<file path="config.mk">
export PLATFORM = sky130hd
export DESIGN_NAME = uart_tx_arbiter
export DESIGN_NICKNAME = d
export VERILOG_FILES = /design/src/rtl/uart_tx_arbiter.sv
export SDC_FILE = /design/constraint.sdc
export NUM_CORES = 1
export LEC_CHECK = 0
export ABC_CLOCK_PERIOD_IN_PS = 1650
export CAP_MARGIN = 10
export CORE_MARGIN = 1
export CORE_UTILIZATION = 39
export CTS_CLUSTER_DIAMETER = 200
export DETAILED_ROUTE_END_ITERATION = 10
export PLACE_DENSITY = 0.79
export SYNTH_ARGS = -nofsm -noshare
export SYNTH_HDL_FRONTEND = slang
export SYNTH_SLANG_ARGS = --single-unit
</file>
<file path="constraint.sdc">
create_clock -name clk -period 1.65 [get_ports clk]
set_input_delay 0.33 -clock clk [delete_from_list [all_inputs] [get_ports clk]]
set_output_delay 0.33 -clock clk [all_outputs]
set_load 0.01 [all_outputs]
</file>
<file path="src/rtl/uart_tx_arbiter.sv">
// uart_tx_arbiter: round-robin share of one AXI4-Lite UART-lite TX path
// among NUM_REQ byte producers.
//
// Ports:
//   clk, rst (async, active-low)
//   req_data/req_valid/req_ready : per-requester byte handshake
//   grant_id, busy, err          : status (err is sticky)
//   aw*/w*/b*                    : AXI4-Lite write channels (master side)
//   ar*/r*                       : AXI4-Lite read channels (master side)
module uart_tx_arbiter #(
  parameter int         NUM_REQ      = 4,
  parameter logic [3:0] TX_FIFO_ADDR = 4'h4,
  parameter logic [3:0] STAT_ADDR    = 4'h8,
  parameter logic [3:0] CTRL_ADDR    = 4'hC,
  parameter logic [7:0] INIT_CTRL    = 8'h03
) (
  input  logic                 clk,
  input  logic                 rst,
  input  logic [NUM_REQ*8-1:0] req_data,
  input  logic [NUM_REQ-1:0]   req_valid,
  output logic [NUM_REQ-1:0]   req_ready,
  output logic [2:0]           grant_id,
  output logic                 busy,
  output logic                 err,
  output logic [3:0]           awaddr,
  output logic                 awvalid,
  input  logic                 awready,
  output logic [7:0]           wdata,
  output logic                 wvalid,
  input  logic                 wready,
  input  logic [1:0]           bresp,
  input  logic                 bvalid,
  output logic                 bready,
  output logic [3:0]           araddr,
  output logic                 arvalid,
  input  logic                 arready,
  input  logic [7:0]           rdata,
  input  logic [1:0]           rresp,
  input  logic                 rvalid,
  output logic                 rready
);

  localparam int IW = (NUM_REQ > 2) ? $clog2(NUM_REQ) : 1;

  localparam logic [2:0] S_INIT_W  = 3'd0;
  localparam logic [2:0] S_INIT_B  = 3'd1;
  localparam logic [2:0] S_IDLE    = 3'd2;
  localparam logic [2:0] S_STAT_AR = 3'd3;
  localparam logic [2:0] S_STAT_R  = 3'd4;
  localparam logic [2:0] S_TX_W    = 3'd5;
  localparam logic [2:0] S_TX_B    = 3'd6;

  logic [2:0]    state;
  logic          issued;
  logic          aw_done;
  logic          w_done;
  logic [IW-1:0] ptr;
  logic [IW-1:0] gnt;
  logic [7:0]    tx_byte;

  logic st_w;
  logic st_b;
  logic st_idle;
  logic st_ar;
  logic st_r;

  assign st_w    = (state == S_INIT_W) || (state == S_TX_W);
  assign st_b    = (state == S_INIT_B) || (state == S_TX_B);
  assign st_idle = (state == S_IDLE);
  assign st_ar   = (state == S_STAT_AR);
  assign st_r    = (state == S_STAT_R);

  assign busy = !st_idle;

  logic aw_hs;
  logic w_hs;

  assign aw_hs = awvalid && awready;
  assign w_hs  = wvalid && wready;

  // A requester whose completion pulse is high this cycle finishes its
  // handshake on this edge, so it must not be re-granted on the same edge.
  logic [NUM_REQ-1:0] elig;

  assign elig = req_valid & ~req_ready;

  logic [IW-1:0] pick;
  logic          found;
  logic [IW:0]   sum;

  always_comb begin
    pick  = ptr;
    found = 1'b0;
    sum   = '0;
    for (int k = 1; k <= NUM_REQ; k++) begin
      sum = {1'b0, ptr} + (IW+1)'(k);
      if (sum >= (IW+1)'(NUM_REQ))
        sum = sum - (IW+1)'(NUM_REQ);
      if (!found && elig[sum[IW-1:0]]) begin
        found = 1'b1;
        pick  = sum[IW-1:0];
      end
    end
  end

  logic [IW+2:0] bidx;
  logic [7:0]    pick_byte;

  assign bidx      = {pick, 3'b000};
  assign pick_byte = req_data[bidx +: 8];

  wire unused_ok = ^{rdata[7:4], rdata[2:0]};

  always_ff @(posedge clk or negedge rst) begin
    if (!rst) begin
      state     <= S_INIT_W;
      issued    <= 1'b0;
      aw_done   <= 1'b0;
      w_done    <= 1'b0;
      ptr       <= IW'(NUM_REQ-1);
      gnt       <= '0;
      tx_byte   <= '0;
      req_ready <= '0;
      grant_id  <= '0;
      err       <= 1'b0;
      awaddr    <= '0;
      awvalid   <= 1'b0;
      wdata     <= '0;
      wvalid    <= 1'b0;
      bready    <= 1'b0;
      araddr    <= '0;
      arvalid   <= 1'b0;
      rready    <= 1'b0;
    end else begin
      req_ready <= '0;
      unique case (1'b1)
        st_w: begin
          if (!issued) begin
            issued  <= 1'b1;
            awvalid <= 1'b1;
            wvalid  <= 1'b1;
            aw_done <= 1'b0;
            w_done  <= 1'b0;
            if (state == S_INIT_W) begin
              awaddr <= CTRL_ADDR;
              wdata  <= INIT_CTRL;
            end else begin
              awaddr <= TX_FIFO_ADDR;
              wdata  <= tx_byte;
            end
          end else begin
            if (aw_hs) begin
              awvalid <= 1'b0;
              aw_done <= 1'b1;
            end
            if (w_hs) begin
              wvalid <= 1'b0;
              w_done <= 1'b1;
            end
            if ((aw_done || aw_hs) && (w_done || w_hs)) begin
              issued <= 1'b0;
              bready <= 1'b1;
              state  <= (state == S_INIT_W) ? S_INIT_B : S_TX_B;
            end
          end
        end
        st_b: begin
          if (bvalid && bready) begin
            bready <= 1'b0;
            if (bresp != 2'b00)
              err <= 1'b1;
            if (state == S_TX_B)
              req_ready <= NUM_REQ'(1) << gnt;
            state <= S_IDLE;
          end
        end
        st_idle: begin
          if (found) begin
            gnt      <= pick;
            ptr      <= pick;
            grant_id <= 3'(pick);
            tx_byte  <= pick_byte;
            state    <= S_STAT_AR;
          end
        end
        st_ar: begin
          if (!issued) begin
            issued  <= 1'b1;
            arvalid <= 1'b1;
            araddr  <= STAT_ADDR;
          end else if (arready) begin
            issued  <= 1'b0;
            arvalid <= 1'b0;
            rready  <= 1'b1;
            state   <= S_STAT_R;
          end
        end
        st_r: begin
          if (rvalid) begin
            rready <= 1'b0;
            if (rresp != 2'b00) begin
              err   <= 1'b1;
              state <= S_STAT_AR;
            end else if (rdata[3]) begin
              state <= S_STAT_AR;
            end else begin
              state <= S_TX_W;
            end
          end
        end
        default: begin
          state  <= S_INIT_W;
          issued <= 1'b0;
        end
      endcase
    end
  end

endmodule

</file>
==> results of run 1 <==
==> placed cells by master, fill, tap and decap left out, types with 4 or more instances in the layout <==
cell,netlist,routed
a21oi_1,9,6
inv_1,4,4
o21ai_0,10,10
a31oi_1,7,7
nor2_1,19,19
o221ai_2,0,4
clkbuf_8,0,6
conb_1,1,6
mux2i_1,16,15
clkdlybuf4s50_1,0,66
dfrtp_1,37,34
nor3_1,5,5
o221ai_1,8,4
buf_4,6,27
nand2_1,35,35
nand2b_1,5,5
nand3_1,9,8
==> through the flow <==
step / std cells / power, uW / instance area (um2)
floorplan: 233 / 1100 / 2190
global placement: 387 / 1250 / 3100
detailed placement: 387 / 1250 / 3100
CTS: 398 / 1930 / 3280
global route: 400 / 2020 / 3400
finish: 400 / 1940 / 3400
==> layout make-up <==
cell class,instances,area share (%)
Clock inverter,1,0.147
Sequential cell,39,28.9
Tap cell,70,2.58
Timing Repair Buffer,105,29.9
Multi-Input combinational cell,172,35.3
Clock buffer,7,2.54
Inverter,6,0.663
==> state kept, by name, indices dropped and copies added, names as in the netlist, 2 cells and up <==
signal / cells
req_ready: 4
wdata: 8
tx_byte: 8
ptr: 2
state: 3
gnt: 2
awaddr: 2
==> path summary, 6_finish.rpt <==
| check | startpoint | end | slack [ps] | cells after the start |
|---|---|---|---|---|
| max in group asynchronous | rst | bready$_DFFE_PN0P_ | 1170 | 2 |
| worst max-delay path | req_ready[0]$_DFF_PN0_ | tx_byte[4]$_DFFE_PN0P_ | 40 | 7 |
| worst max register to register | req_ready[0]$_DFF_PN0_ | tx_byte[4]$_DFFE_PN0P_ | 40 | 7 |
| worst min-delay path | rst | tx_byte[6]$_DFFE_PN0P_ | 90 | 2 |
| worst min register to register | araddr[3]$_DFFE_PN0N_ | araddr[3]$_DFFE_PN0N_ | 470 | 1 |
| min in group clk | araddr[3]$_DFFE_PN0N_ | araddr[3]$_DFFE_PN0N_ | 470 | 1 |
==> worst max-delay path: stages (launching register included) <==
cell	delay [ps]
dfrtp_1	390
or2b_4	270
buf_6	120
nand4_1	150
and2_4	190
nand3_4	90
buf_6	150
o221ai_1	180
==> cells by family (layout without fill, tap and decap cells) <==
group	count (synthesis)	count (layout)	share of synthesized area [%]
and+or+nand+nor	91	91	21.0
AOI/OAI and AO/OA	57	57	18.7
DFF	39	39	45.1
buffers and inverters	22	119	6.17
muxes	17	17	8.41
other	1	6	0.173
xor gates and xnor gates	1	1	0.404
==> report_power, final <==
part           switching (uW)  internal, uW
Combinational             126           189
Sequential               1.83           960
Clock                     331           337
Total                     458          1490
==> what timing repair did <==
action                                  in CTS  in global routing
buffers inserted                             2                  1
gates cloned                                 1                  2
resized for setup                           15                 20
hold endpoints to repair                     0                  0
endpoints found under the setup margin      14                 18
pin swaps                                    6                  3
==> metal layers <==
metal  track usage [%]  wire length, um  vias up
met5                 0                0        -
met4              5.77               64        0
met3              3.95              246        7
met2              35.1             3150       59
met1              26.1             2620     1010
li1                  -                -     1012
==> results.md, run 1 <==
* Fmax at 0.619 GHz
* Post-synth EDFFs at 0
* Reg area at about 980 um2
* Initial antenna violation count at 0
* Max_cap viols at 0
* Num rows at 26
* Skew-Pair Late Insertion Delay at around 300 ps
* Syn_area_per_cell at ~9.5 um2
* Core Region at 5240 um2
* Total GRT Usage at between 20% and 30%
* Register area share after synthesis at between 40% and 50%
* Final HPWL DP at 4170 um
* Share of layout cells above drive strength 1 at 23.3%
* Nets at 384
* Status: complete, no violations
* CTS max path bufs at 2
* ANT nets after route at 0
* Startpoint Class: register
* Largest net degree at the start of global routing at 40
* Crit path DAT at between 1500 and 2000 ps
* Share of the synthesized area in the top cell type at 42.7%
* Clk sinks at 39
* Drc violations at 0
* Overflow after GRT at 0
* Routability cong. at 0.827
* Kind of critical path: reg -> reg
* Initial DRC count at around 130
* Yosys cell types at 53
* Post-route setup TNS at 0 ps
* WL/cell at between 15 and 20 um
* Mapped Area at 2170 um2
* Die area at between 5000 and 6000 um2
* Clock slew at reported path FFs at around 80 ps
* PortBufs at 71
* P&R area growth vs syn at 56.5%
* CTS buffer count at 5
* RSZ-0062 raised after global routing: true
* 1st-pass router iterations at 5
* Global-route wire length before repair at 9500 um
* Slew Viols, Final at 0
* Starting density of the core at approximately two fifths
* Final count of negative-setup-slack endpoints at 0
* Clk root buf: clkbuf_8
* Die height at about 77 um
* Synth Flop Type: dfrtp_1
* Worst Path Required at between 1500 and 2000 ps
* Fillcell total at between 400 and 500
* I/O Pins at 85
* Relative slew slack at 66.0%
* Largest area contributor in the netlist: dfrtp_1
* ANT cells at 0
* Actual slew at the worst max-slew pin at 510 ps
* Asr flop ratio synth at 100%
* Routed wire length at 6080 um
* Minimum clock period at around 1600 ps
* Chip width at 76.6 um
* Post-route worst setup slack at between 30 and 40 ps
* Leak Pwr at roughly 0.0015 uW
* # hold bufs at CTS at 0
* Multi-input gate area at between 1000 and 1500 um2
* VDD IR max at approximately 0.45 mV
* Vias per inst at 5.22
* Top cells by area, synth: dfrtp_1 43%, mux2i_1 7.4%, nand2_1 6.1%
* Final cycle utilization of the critical path at 97.9%
* Critical path peak fanout at 5
* Synthesis Warnings at 0
* Mapped Cells at 228
* Vias in the first global route at about 2k
* Commonest cells post-synth: 37 x dfrtp_1, 35 x nand2_1, 19 x nor2_1
* Crit path capture type: register
* Power per cell area at approximately 570 nW/um2
* H-tree depth at 2
* Worst min path class: in -> async
* Via Count at 2088
* Final setup skew at 10.4 ps
* Hold Violations, Final at 0
* Worst slack at placement at -631 ps
* CTS tree: yes
* Flops & latches, synth at 39
* Most instantiated library cell after synthesis: dfrtp_1
* Hold WS at ~91 ps
* Fin util at between 60 and 70%
Note: power is estimated with default switching activity, not from simulation.
==> inputs of run 2 (changes only) <==
- ABC_CLOCK_PERIOD_IN_PS: 1650 -> 1600
- CORE_UTILIZATION: 39 -> 44
- PLACE_DENSITY: 0.79 -> 0.84
- clock period: 1.65 -> 1.6 ns (I/O delays scaled with it)
==> run 2 against run 1 <==
The run now ends with negative setup slack left. Critical path depth down 4. First-iteration DRC count down 38%. Clock-buffer cell count is 2 lower. Die area decreased by 11%. Clock power grew 28%. Global-route usage up 4.2 points. Total power up 12%. Via count increased by 2.3%. Worst hold slack got worse by 29 ps. Sequential cell count did not move. Combinational power increased by 5%. Largest cell class unchanged. Largest power group unchanged. Highest routed layer unchanged.
==> results.md, run 2 (same netlist as run 1, synthesis figures left out) <==
* RR Startpoint: req_ready[0]$_DFF_PN0_ (unchanged)
* Vias per inst at 5.32 (was 5.22)
* RSZ-0062 raised after global routing: true (unchanged)
* 1st-pass router iterations at 4 (was 5)
* Drc violations at 0 (unchanged)
* CP top delay family: flip-flops (was simple AND/OR/NAND/NOR gates)
* Commonest non-fill, non-tap cells in the layout: 64 x clkdlybuf4s50_1, 35 x dfrtp_1, 34 x nand2_1 (was 66 x clkdlybuf4s50_1, 35 x nand2_1, 34 x dfrtp_1)
* Commonest non-fill, non-tap cell in the layout: clkdlybuf4s50_1 (unchanged)
* Critical path peak fanout at 4 (was 5)
* Crit path capture type: output pin (was register)
* Skew-Pair Late Insertion Delay at 300 ps (about the same)
* Routed wire length at 6290 um (was 6080 um)
* Power per cell area at 626 nW/um2 (was 572 nW/um2)
* Leak Pwr at 0.00158 uW (was 0.00154 uW)
* Clock power frac at 39.2% (was 34.3%)
* Chip width at 72.2 um (was 76.6 um)
* Initial DRC count at 77 (was 125)
* Reg power frac at 45.6% (was 49.5%)
* Total Power at 2180 uW (was 1940 uW)
* Share of layout cells above drive strength 1 at 27.2% (was 23.3%)
* Reg area at 981 um2 (was 982 um2)
* Final count of negative-setup-slack endpoints at 2 (was 0)
* Core Region at 4720 um2 (was 5240 um2)
* Fin cells at 401 (was 400)
* Placed cell count at 384 (was 387)
* CP cell instances: nor3b_4 > inv_1 > buf_2 (was or2b_4 > buf_6 > nand4_1 > and2_4 > nand3_4 > buf_6 > o221ai_1)
* Overflow after GRT at 0 (unchanged)
* CTS buffer count at 5 (unchanged)
* Max_cap viols at 0 (unchanged)
* Global-route wire length before repair at 9770 um (was 9500 um)
* Startpoint Class: register (unchanged)
* Final HPWL DP at 3910 um (was 4170 um)
* Reg2reg setup slack at 0 ps (was 40 ps)
* Crit path buffers/inverters at 2 (unchanged)
* Final setup skew at 6.87 ps (was 10.4 ps)
* Clk root buf: clkbuf_8 (unchanged)
* Worst Path Required at 1280 ps (was 1860 ps)
* VDD IR max at 0.755 mV (was 0.448 mV)
* Kind of critical path: reg -> out (was reg -> reg)
* Hold Violations, Final at 0 (unchanged)
* Worst min path class: in -> async (unchanged)
* Die area at 5220 um2 (was 5870 um2)
* ANT cells at 0 (unchanged)
* PortBufs at 71 (unchanged)
* Largest net degree at the start of global routing at 40 (unchanged)
* R2R depth at 7 (unchanged)
* Routability cong. at 0.811 (was 0.827)
* Clock slew at reported path FFs at 80 ps (about the same)
* H-tree depth at 2 (unchanged)
* Initial antenna violation count at 0 (unchanged)
* R2r endpoint: tx_byte[6]$_DFFE_PN0P_ (was tx_byte[4]$_DFFE_PN0P_)
* # hold bufs at CTS at 0 (unchanged)
* Crit path DAT at 1290 ps (was 1830 ps)
* WL/cell at 15.7 um (was 15.2 um)
* Via Count at 2135 (was 2088)
* Switching power at 527 uW (was 458 uW)
* Final cycle utilization of the critical path at 101%
* Clk sinks at 39 (unchanged)
* Slew Viols, Final at 0 (unchanged)
* Num rows at 25 (was 26)
* I/O Pins at 85 (unchanged)
* Minimum clock period at approximately 1600 ps
* Slowest CP cell: dfrtp_2 (was dfrtp_1)
* Failing checks: negative setup slack
* Max incr delay on CP at 460 ps (was 390 ps)
* Internal power at 1650 uW (was 1490 uW)
* Post-route worst setup slack at -12.8 ps (was 35.4 ps)
* Largest regs: tx_byte (8), wdata (8), req_ready (4) (unchanged)
* Total GRT Usage at 24.7% (was 20.5%)
* Switching share of power at 24.2% (was 23.6%)
* Fillcell total at 332 (was 421)
* ANT nets after route at 0 (unchanged)
* Starting density of the core at 46.0% (was 41.4%)
* CTS tree: yes (unchanged)
* Multi-input gate area at 1260 um2 (was 1200 um2)
* Vias in the first global route at 2133 (was 2019)
* Die height at 72.2 um (was 76.6 um)
* P&R area growth vs syn at 60.0% (was 56.5%)
* Nets at 388 (was 384)
* Status: finished, violations left (was complete, no violations)
* Comb pwr share at 15.3% (was 16.2%)
* CTS max path bufs at 2 (unchanged)
* Fmax at 0.620 GHz
[run 2: per-stage QoR]
stage / util [%] / hold WS, ps / cell area, um2 / setup WS [ps] / TNS, ps
6_report: 73.5 / 61.3 / 3470 / -12.8 / -14.6
2_1_floorplan: - / 24.4 / 2190 / -52.3 / -350
3_5_place_dp: 65.3 / 401 / 3090 / -661 / -7450
5_1_grt: 73.5 / 101 / 3470 / -82.3 / -592
3_3_place_gp: 65.3 / 399 / 3090 / -583 / -6740
4_1_cts: 72.0 / 73.6 / 3400 / -18.9 / -18.9
[run 2: timing repair]
| item | CTS | global route |
|---|---|---|
| gates resized for setup | 34 | 15 |
| hold endpoints to repair | 0 | 0 |
| cloned | 1 | 0 |
| endpoints found under the setup margin | 18 | 24 |
| setup buffers | 8 | 1 |
| pin swaps | 14 | 4 |
[run 2: layout make-up]
class | count | share of cell area, %
clock buffers | 5 | 1.98
clock inverters | 3 | 1.26
inverters | 6 | 0.648
multi-input cells | 172 | 36.2
flip-flops and latches | 39 | 28.2
well taps | 67 | 2.41
repair buffers | 109 | 29.2
[run 2: power groups by stage]
stage               clock, uW  sequential [uW]  combinational (uW)
CTS                       864              991                 314
detailed placement          0             1010                 278
finish                    852              991                 332
global route              902              991                 354
floorplan                   0             1010                 122
global placement            0             1010                 274
[run 2: layer usage]
layer  part of all wire [%]  vias up  GRT usage, %
li1                       -     1018             -
met4                    3.3        0          13.1
met3                    4.5       24          6.11
met2                     51       67          41.5
met1                     41     1026          29.1
met5                      0        -             0
[run 2: how the worst max path moves through the flow]
| stage | slack [ps] | cells past startpoint | end | start |
|---|---|---|---|---|
| after floorplan | -50 | 6 | tx_byte[6]$_DFFE_PN0P_ | req_ready[3]$_DFF_PN0_ |
| after global placement | -580 | 6 | tx_byte[3]$_DFFE_PN0P_ | req_valid[3] |
| after detailed placement | -660 | 6 | tx_byte[0]$_DFFE_PN0P_ | req_valid[3] |
| after CTS | -20 | 3 | busy | state[0]$_DFFE_PN0P_ |
| after global routing | -80 | 7 | tx_byte[6]$_DFFE_PN0P_ | req_ready[0]$_DFF_PN0_ |
| final | -10 | 3 | busy | state[0]$_DFFE_PN0P_ |
[run 2: worst register-to-register path: stages, from the launching register on]
cell      delay [ps]
dfrtp_1          390
or2b_4           280
buf_6            130
nand4_1          110
and2_4           190
nand3_4           90
buf_6            150
o221ai_2         170
==> inputs of run 3 (changes only) <==
- ABC_CLOCK_PERIOD_IN_PS: 1600 -> 1700
- RECOVER_POWER: default -> 100
- clock period: 1.6 -> 1.7 ns (I/O delays scaled with it)
==> run 3 against run 2 <==
The flow now finishes without violations. Critical path type unchanged. Clock power down 29%. Final cell count down 1.0%. Clock skew down 2.9 ps. Total power down 14%. Sequential power down 5.9%. Routed wire length down 2.3%. First-iteration DRC count up 52%. Die area unchanged. Utilization down 1.3 points.
==> results.md, run 3 (same netlist as run 1, synthesis figures left out) <==
* Post-route setup TNS at 0 ps (was -14.6 ps)
* Crit path capture type: output pin (unchanged)
* I/O Pins at 85 (unchanged)
* Skew-Pair Late Insertion Delay at 290 ps (was 300 ps)
* Final setup skew at 4.01 ps (was 6.87 ps)
* Status: complete, no violations (was finished, violations left)
* Hold Violations, Final at 0 (unchanged)
* Crit path DAT at 1340 ps (was 1290 ps)
* Max incr delay on CP at 410 ps (was 460 ps)
* Leak Pwr at 0.00153 uW (was 0.00158 uW)
* Core Region at 4720 um2 (unchanged)
* Max_cap viols at 0 (unchanged)
* Cell Area, Placed at 3080 um2 (was 3090 um2)
* Final instance area at 3410 um2 (was 3470 um2)
* Switching share of power at 24.2% (about the same)
* Clock slew at reported path FFs at 80 ps (about the same)
* Fillcell total at 335 (was 332)
* Kind of critical path: reg -> out (unchanged)
* Nets at 384 (was 388)
* Starting density of the core at 46.0% (unchanged)
* Die height at 72.2 um (unchanged)
* Comb pwr share at 17.7% (was 15.3%)
* Worst min path class: reg -> reg (was in -> async)
* Clk sinks at 39 (unchanged)
* Initial antenna violation count at 0 (unchanged)
* Power per cell area at 549 nW/um2 (was 626 nW/um2)
* Drc violations at 0 (unchanged)
* Die area at 5220 um2 (unchanged)
* Clock power frac at 32.5% (was 39.2%)
* Global-route wire length before repair at 9430 um (was 9770 um)
* Switching power at 453 uW (was 527 uW)
* Vias per inst at 5.31 (was 5.32)
* CP cell instances: nor3b_4 > inv_1 > dlygate4sd2_1 (was nor3b_4 > inv_1 > buf_2)
* Share of layout cells above drive strength 1 at 22.4% (was 27.2%)
* Placed cell count at 381 (was 384)
* Largest net degree at the start of global routing at 24 (was 40)
* Clk root buf: clkbuf_8 (unchanged)
* Slew Viols, Final at 0 (unchanged)
* Num rows at 25 (unchanged)
* WL/cell at 15.5 um (was 15.7 um)
* RSZ-0062 raised after global routing: true (unchanged)
* Vias in the first global route at 2090 (was 2133)
* CTS max path bufs at 2 (unchanged)
* Actual slew at the worst max-slew pin at around 780 ps
* CP top delay family: flip-flops (unchanged)
* Overflow after GRT at 0 (unchanged)
* Minimum clock period at between 1500 and 2000 ps
* Slowest CP cell: dfrtp_1 (was dfrtp_2)
* ANT cells at 0 (unchanged)
* CTS tree: yes (unchanged)
* Startpoint Class: register (unchanged)
* VDD IR max at 0.423 mV (was 0.755 mV)
* ANT nets after route at 0 (unchanged)
* Reg power frac at 49.8% (was 45.6%)
* Worst Path Required at 1360 ps (was 1280 ps)
* Final HPWL DP at 4100 um (was 3910 um)
* Total Power at 1870 uW (was 2180 uW)
* Multi-input gate area at 1230 um2 (was 1260 um2)
* Commonest non-fill, non-tap cell in the layout: clkdlybuf4s50_1 (unchanged)
* Chip width at 72.2 um (unchanged)
* Fmax at about 0.6 GHz
* Via Count at 2109 (was 2135)
* PortBufs at 71 (unchanged)
* Final count of negative-setup-slack endpoints at 0 (was 2)
* Commonest non-fill, non-tap cells in the layout: 66 x clkdlybuf4s50_1, 36 x dfrtp_1, 35 x nand2_1 (was 64 x clkdlybuf4s50_1, 35 x dfrtp_1, 34 x nand2_1)
* Relative slew slack at about half
* CTS buffer count at 5 (unchanged)
* Fin cells at 397 (was 401)
* Routability cong. at 0.799 (was 0.811)
* Initial DRC count at 117 (was 77)
* 1st-pass router iterations at 4 (unchanged)
* Final cycle utilization of the critical path at a little over nine tenths
* Internal power at 1420 uW (was 1650 uW)
* Routed wire length at 6150 um (was 6290 um)
* Reg area at 980 um2 (was 981 um2)
* P&R area growth vs syn at 57.1% (was 60.0%)
* H-tree depth at 2 (unchanged)
* Crit path buffers/inverters at 2 (unchanged)
* Largest regs: tx_byte (8), wdata (8), req_ready (4) (unchanged)
* Critical path peak fanout at 2 (was 4)
* Total GRT Usage at 23.3% (was 24.7%)
-- run 3: cell types whose count changed in the layout (fill, tap and decap cells not counted), sizes merged --
| cell | previous run | this run |
|---|---|---|
| buf | 40 | 29 |
| bufinv | 1 | 0 |
| clkbuf | 5 | 13 |
| clkdlybuf4s50 | 64 | 66 |
| clkinv | 2 | 0 |
| dlygate4sd2 | 3 | 1 |
| dlygate4sd3 | 0 | 1 |
| dlymetal6s2s | 2 | 3 |
-- run 3: power by group through the flow --
| stage | logic, uW | clock network (uW) | registers, uW |
|---|---|---|---|
| after CTS | 284 | 613 | 933 |
| after global placement | 257 | 0 | 951 |
| after floorplan | 115 | 0 | 953 |
| final | 332 | 608 | 933 |
| after detailed placement | 263 | 0 | 951 |
| after global routing | 354 | 662 | 933 |
-- run 3: worst reg2reg max path: cells and delay by family (launching register included) --
kind / cells / cell delay, ps
DFF: 1 / 390
and+or+nand+nor: 1 / 180
muxes: 2 / 510
AOI/OAI and AO/OA: 2 / 290
buffers and inverters: 1 / 180
-- run 3: final timing paths --
check | depth (start not counted) | slack [ps] | endpoint | from
max in group asynchronous | 3 | 160 | ptr[1]$_DFFE_PN1P_ | rst
worst max-delay path | 3 | 20 | busy | state[2]$_DFFE_PN0P_
worst min-delay path | 2 | 480 | wdata[3]$_DFFE_PN0P_ | wdata[3]$_DFFE_PN0P_
worst max register to register | 6 | 30 | tx_byte[0]$_DFFE_PN0P_ | req_ready[3]$_DFF_PN0_
worst min register to register | 2 | 480 | wdata[3]$_DFFE_PN0P_ | wdata[3]$_DFFE_PN0P_
min in group asynchronous | 2 | 640 | tx_byte[4]$_DFFE_PN0P_ | rst
-- run 3: repair_timing --
action	CTS	global route
setup endpoints to repair	12	13
setup buffers	5	2
hold endpoints to repair	12	0
hold buffers	1	0
pin swaps	6	5
cloned	1	1
resized for setup	11	26
-- run 3: layout make-up --
cell class | instances | share of cell area [%]
Clock buffer | 8 | 2.35
Inverter | 6 | 0.660
Timing Repair Buffer | 105 | 29.6
Tap cell | 67 | 2.46
Sequential cell | 39 | 28.7
Multi-Input combinational cell | 172 | 36.2
-- run 3: through the flow --
stage	worst slack, ps	hold WS, ps	utilization, %
floorplan	41.8	44.4	-
finish	19.7	483	72.2
CTS	13.8	476	69.1
global placement	-514	248	65.1
detailed placement	-589	249	65.1
global route	-71.2	506	72.2
-- run 3: per-layer routing --
layer | wire, um | up-vias | global-route usage, % | part of all wire (%)
li1 | - | 1011 | - | -
met2 | 3190 | 69 | 40.4 | 52
met3 | 299 | 13 | 4.72 | 4.9
met1 | 2500 | 1016 | 28.5 | 41
met5 | 0 | - | 0 | 0
met4 | 155 | 0 | 8.93 | 2.5
